<file path="config.mk">
export PLATFORM = sky130hd
export DESIGN_NAME = afifo_wr_packer_flat
export DESIGN_NICKNAME = d
export VERILOG_FILES = /design/src/rtl/afifo_wr_packer_if.sv /design/src/rtl/afifo_wr_packer.sv /design/src/flat_wrapper.sv
export SDC_FILE = /design/constraint.sdc
export NUM_CORES = 1
export LEC_CHECK = 0
export ABC_AREA = 1
export CORE_MARGIN = 4
export CORE_UTILIZATION = 25
export DETAILED_ROUTE_END_ITERATION = 7
export PLACE_DENSITY_LB_ADDON = 0.15
export SKIP_CTS_REPAIR_TIMING = 1
export SKIP_LAST_GASP = 1
export SLEW_MARGIN = 20
export SYNTH_ARGS = -nofsm -noshare
export SYNTH_HDL_FRONTEND = slang
export SYNTH_SLANG_ARGS = --single-unit
</file>
<file path="constraint.sdc">
create_clock -name wr_clk -period 2.13 [get_ports wr_clk]
set_input_delay 0.213 -clock wr_clk [delete_from_list [all_inputs] [get_ports wr_clk]]
set_output_delay 0.213 -clock wr_clk [all_outputs]
set_load 0.01 [all_outputs]
</file>
<file path="src/rtl/afifo_wr_packer_if.sv">
// Beat-source and FIFO-write signal bundle for afifo_wr_packer.
// master = packer side, slave = source/FIFO side.
interface afifo_wr_packer_if #(
    parameter int unsigned IN_W  = 8,
    parameter int unsigned RATIO = 4,
    parameter int unsigned LW    = (RATIO == 8) ? 3 : (RATIO == 4) ? 2 : 1,
    parameter int unsigned FW    = 1 + LW + IN_W * RATIO
);
    logic            in_valid;
    logic            in_ready;
    logic [IN_W-1:0] in_data;
    logic            in_last;
    logic            fifo_full;
    logic            fifo_wr_en;
    logic [FW-1:0]   fifo_wr_data;

    modport master (
        input  in_valid, in_data, in_last, fifo_full,
        output in_ready, fifo_wr_en, fifo_wr_data
    );

    modport slave (
        output in_valid, in_data, in_last, fifo_full,
        input  in_ready, fifo_wr_en, fifo_wr_data
    );
endinterface

</file>
<file path="src/rtl/afifo_wr_packer.sv">
// Write-side packer for the async FIFO: gathers RATIO narrow beats into one tagged
// FIFO word, flushing partials on in_last or idle timeout, never pushing while full.
module afifo_wr_packer #(
    parameter int unsigned IN_W  = 8,
    parameter int unsigned RATIO = 4,
    parameter int unsigned LW    = (RATIO == 8) ? 3 : (RATIO == 4) ? 2 : 1,
    parameter int unsigned TMO   = 16,
    parameter int unsigned FW    = 1 + LW + IN_W * RATIO
) (
    input  logic              wr_clk,
    input  logic              wr_reset_n,
    afifo_wr_packer_if.master bus,
    output logic              busy,
    output logic [15:0]       word_cnt
);
    localparam int unsigned   TW        = (TMO < 2) ? 1 : $clog2(TMO + 1);
    localparam logic [TW-1:0] TMO_T     = TW'(TMO);
    localparam logic [LW-1:0] LAST_LANE = LW'(RATIO - 1);

    logic [RATIO-1:0][IN_W-1:0] acc;
    logic [RATIO-1:0][IN_W-1:0] acc_merged;
    logic [LW-1:0]              lane_cnt;
    logic [TW-1:0]              idle_tmr;
    logic                       stg_valid;
    logic [FW-1:0]              stg_word;
    logic                       stg_free;
    logic                       tmo_fire;
    logic                       accept;
    logic                       close;

    always_comb begin
        bus.fifo_wr_en   = stg_valid & ~bus.fifo_full;
        bus.fifo_wr_data = stg_word;
        stg_free         = ~stg_valid | bus.fifo_wr_en;
        tmo_fire         = (TMO != 0) && (idle_tmr == TMO_T) && (lane_cnt != '0) && stg_free;
        bus.in_ready     = stg_free & ~tmo_fire;
        accept           = bus.in_valid & bus.in_ready;
        close            = accept & ((lane_cnt == LAST_LANE) | bus.in_last);
        busy             = (lane_cnt != '0) | stg_valid;
        acc_merged           = acc;
        acc_merged[lane_cnt] = bus.in_data;
    end

    always_ff @(posedge wr_clk or negedge wr_reset_n) begin
        if (!wr_reset_n) begin
            acc       <= '0;
            lane_cnt  <= '0;
            idle_tmr  <= '0;
            stg_valid <= 1'b0;
            stg_word  <= '0;
            word_cnt  <= '0;
        end else begin
            // A load always wins over the pop: the outgoing word leaves via fifo_wr_en
            // on the same edge, so staging stays occupied without a bubble.
            if (close) begin
                stg_valid <= 1'b1;
                stg_word  <= {bus.in_last, lane_cnt, acc_merged};
                acc       <= '0;
                lane_cnt  <= '0;
            end else if (tmo_fire) begin
                stg_valid <= 1'b1;
                stg_word  <= {1'b0, LW'(lane_cnt - 1'b1), acc};
                acc       <= '0;
                lane_cnt  <= '0;
            end else begin
                if (bus.fifo_wr_en)
                    stg_valid <= 1'b0;
                if (accept) begin
                    acc      <= acc_merged;
                    lane_cnt <= lane_cnt + 1'b1;
                end
            end

            if ((lane_cnt == '0) || accept || tmo_fire)
                idle_tmr <= '0;
            else if (idle_tmr != TMO_T)
                idle_tmr <= idle_tmr + 1'b1;

            if (bus.fifo_wr_en && (word_cnt != '1))
                word_cnt <= word_cnt + 16'd1;
        end
    end

    always_ff @(posedge wr_clk) begin
        if (wr_reset_n)
            assert (!(bus.fifo_wr_en && bus.fifo_full));
    end
endmodule

</file>
<file path="src/flat_wrapper.sv">
// flat-port wrapper written by rule: the top's interface ports become plain ports
module afifo_wr_packer_flat 
#(
    parameter int unsigned IN_W  = 8,
    parameter int unsigned RATIO = 4,
    parameter int unsigned LW    = (RATIO == 8) ? 3 : (RATIO == 4) ? 2 : 1,
    parameter int unsigned TMO   = 16,
    parameter int unsigned FW    = 1 + LW + IN_W * RATIO
)
  (wr_clk, wr_reset_n, busy, word_cnt, bus_in_valid, bus_in_data, bus_in_last, bus_fifo_full, bus_in_ready, bus_fifo_wr_en, bus_fifo_wr_data);
  afifo_wr_packer_if #(.IN_W(IN_W), .RATIO(RATIO), .LW(LW), .FW(FW)) bus_i ();
  input  logic wr_clk;
  input  logic wr_reset_n;
  output logic busy;
  output logic [15:0] word_cnt;
  input wire logic [$bits(bus_i.in_valid)-1:0] bus_in_valid;
  input wire logic [$bits(bus_i.in_data)-1:0] bus_in_data;
  input wire logic [$bits(bus_i.in_last)-1:0] bus_in_last;
  input wire logic [$bits(bus_i.fifo_full)-1:0] bus_fifo_full;
  output wire logic [$bits(bus_i.in_ready)-1:0] bus_in_ready;
  output wire logic [$bits(bus_i.fifo_wr_en)-1:0] bus_fifo_wr_en;
  output wire logic [$bits(bus_i.fifo_wr_data)-1:0] bus_fifo_wr_data;
  assign bus_i.in_valid = bus_in_valid;
  assign bus_i.in_data = bus_in_data;
  assign bus_i.in_last = bus_in_last;
  assign bus_i.fifo_full = bus_fifo_full;
  assign bus_in_ready = bus_i.in_ready;
  assign bus_fifo_wr_en = bus_i.fifo_wr_en;
  assign bus_fifo_wr_data = bus_i.fifo_wr_data;
  afifo_wr_packer #(.IN_W(IN_W), .RATIO(RATIO), .LW(LW), .TMO(TMO), .FW(FW)) u_core (.wr_clk(wr_clk), .wr_reset_n(wr_reset_n), .bus(bus_i), .busy(busy), .word_cnt(word_cnt));
endmodule
</file>
==> out/metrics.cfg <==
[clock_network]
cts_sinks=91
clkTransAtPathRegs_ns=0.07
cts.htree.levels=3
clk_latency_ns=0.36
cts_root_buffer=clkbuf_16
cts_made_buffers=9
cts_tree=built
clockBufferDepth=2

[synthesis]
syn_area_um2=4960
synth_edf_count=0
yosysSeqAreaShare=0.459
synth.most_common_cell=nand2_1
syn_inst=632
ys_async_sr_fraction=1.00
syn_nets=652
synth.area.top_cells=dfrtp_1 46%, nand2_1 19%, nand3_1 8.3%
synth_common_cells=251 x nand2_1, 91 x dfrtp_1, 82 x nand3_1
post-synth-top-area-fraction=0.459
yosysTopAreaCell=dfrtp_1
ys.warnings.count=0
syn_area_per_cell_um2=7.85
ys_types=29
ys_ff_latch=91
ys.flop_type=dfrtp_1

[timing]
period_share=0.961
rsz0062_at_grt=yes
tightest_slew_ns=0.592
setup_viol=0
fin_ws_ns=0.0824
max_freq_mhz=488
relSlewSlack=0.605
min_period_ns=2.05
drv_slew=0
finalHoldViolations=0
finalClockSkew_ns=0.0124

[grt]
grt_util_met2=0.226
grt_pass1_wl_mm=23.9
grt_max_degree=35
use_met3=0.0346
grt_antenna_before_repair=0
track_usage=0.136
grt_pass1_vias=4451
busiest_layer=met2
use_met1=0.177
grt_overflow=0

[cells_and_area]
n_antenna_cell=0
nets=717
area_growth_pct=25.7
layout-drive-gt1-share=0.0840
fillers=2055

[placed_design]
dp_hpwl_mm=9.50
numPortBuffers=66
dp_worst_setup_slack_ns=0.230
gp_congestion=0.800

[setup_path]
crit_type=flip-flop to output pin
endpoint_kind=output pin
worst_ep_arrival_time_ns=1.83
path_max_fanout=10
cpMaxStageDelayCell=clkdlybuf4s50_1
worstPathRequired_ns=1.92
r2r_cells=9
crit_path_start_kind=flip-flop
r2r_setup_slack_ns=0.35
crit_path_max_incr_delay_ns=0.53
crit_family=buffers and inverters
r2r_start=u_core.lane_cnt[0]$_DFFE_PN0P_
path_buf_inv=3
reg2reg_to=u_core.acc[3]$_DFFE_PN0P_
path_cells=inv_1, ha_1, buf_4, nand2_1, clkdlybuf4s50_1

[floorplanning]
ios=67
initial_core_util=0.255
die_w_um=149
core_area_um2=19500
die-area_um2=22200
num_rows=51
die_h_um=149

[routing]
vias_per_cell=4.60
drcViolationCount=0
drtIter0Drc=201
vias=4444
routed_wl_mm=14.3
wl_per_cell_um=14.8
first_pass_iters=5
antenna_left=0

[job]
cap_violations=0

[power_and_ir_drop]
p_leak_nw=2.85
power.density_nw_per_um2=875
power.total_mw=5.45
irDropWorstVdd_mv=0.413

[min_path]
min_path_type=input port to asynchronous set/reset pin

[run_status]
outcome=completed

==> sequential cells by signal, indices dropped and copies added, names as in the netlist <==
name,flops
u_core.idle_tmr,5
u_core.word_cnt,16
u_core.lane_cnt,2
u_core.stg_valid,1
u_core.acc,32
u_core.bus.fifo_wr_data,35
==> per-stage QoR <==
step | setup TNS, ns | util | instances | instance area (um2) | hold slack (ns)
after detailed placement | 0 | 0.304 | 949 | 5920 | 0.175
after CTS | -0.162 | 0.319 | 965 | 6220 | -0.207
after global routing | -0.0111 | 0.320 | 967 | 6240 | 0.381
after global placement | 0 | 0.304 | 949 | 5920 | 0.175
final | 0 | 0.320 | 967 | 6240 | 0.334
after floorplan | 0 | - | 632 | 4960 | -0.0826
==> cells in the final DEF (no fill, tap or decap) <==
cell	n
clkbuf_16	9
clkinvlp_4	2
nand2_2	1
nand3_2	1
nand2_4	3
o211ai_1	1
nor2_8	1
dfrtp_1	91
nor2_4	6
buf_12	6
nand3_1	82
nand3_4	2
inv_2	5
clkbuf_1	2
bufinv_16	1
o21a_2	1
clkinv_4	1
o2111ai_1	1
dlygate4sd3_1	1
dlymetal6s2s_1	1
or2_1	1
o21ai_0	36
or2_0	1
inv_1	45
buf_4	14
nor2_1	16
xor2_1	3
nor2_2	2
nand2_1	251
xnor2_1	7
clkdlybuf4s50_1	64
nand4_1	33
o21ai_4	1
ha_1	7
inv_6	1
nand4_4	2
==> power breakdown <==
group          internal (mW)  switching (mW)  leakage, nW  total (mW)
sequential              2.03           0.231         1.23        2.26
combinational          0.712           0.830         1.49        1.54
clock                  0.918           0.735        0.136        1.65
==> cells by family (layout without fill, tap and decap cells) <==
logic type | after synthesis | after routing | synth area share
adders and majority gates | 7 | 7 | 0.0176
AOI/OAI and AO/OA | 40 | 40 | 0.0446
and+or+nand+nor | 402 | 402 | 0.375
DFF | 91 | 91 | 0.459
xor gates and xnor gates | 10 | 10 | 0.0177
buffers and inverters | 82 | 152 | 0.0865
==> worst max path at each step <==
stage	start	to	slack, ns	depth (start not counted)
finish	u_core.lane_cnt[1]$_DFFE_PN0P_	busy	0.08	5
global route	u_core.lane_cnt[1]$_DFFE_PN0P_	busy	-0.01	5
CTS	u_core.lane_cnt[0]$_DFFE_PN0P_	bus_in_ready	-0.16	7
global placement	u_core.lane_cnt[0]$_DFFE_PN0P_	bus_in_ready	0.26	7
floorplan	u_core.lane_cnt[0]$_DFFE_PN0P_	u_core.acc[12]$_DFFE_PN0P_	0.57	9
detailed placement	u_core.lane_cnt[0]$_DFFE_PN0P_	bus_in_ready	0.23	7
==> layer usage <==
layer | part of all wire | vias up
met5 | 0 | -
met4 | 0.012 | 0
met3 | 0.046 | 13
met2 | 0.47 | 101
met1 | 0.47 | 2154
li1 | - | 2176
==> layout make-up <==
cell class	instances	area, um2	share of cell area
sequential	91	2280	0.365
multi-input combinational	459	2260	0.362
timing repair buffer	86	888	0.142
tap	265	332	0.0532
clock buffer	11	233	0.0373
inverter	50	188	0.0301
clock inverter	5	62.6	0.0100
(Power assumes the default switching activity.)
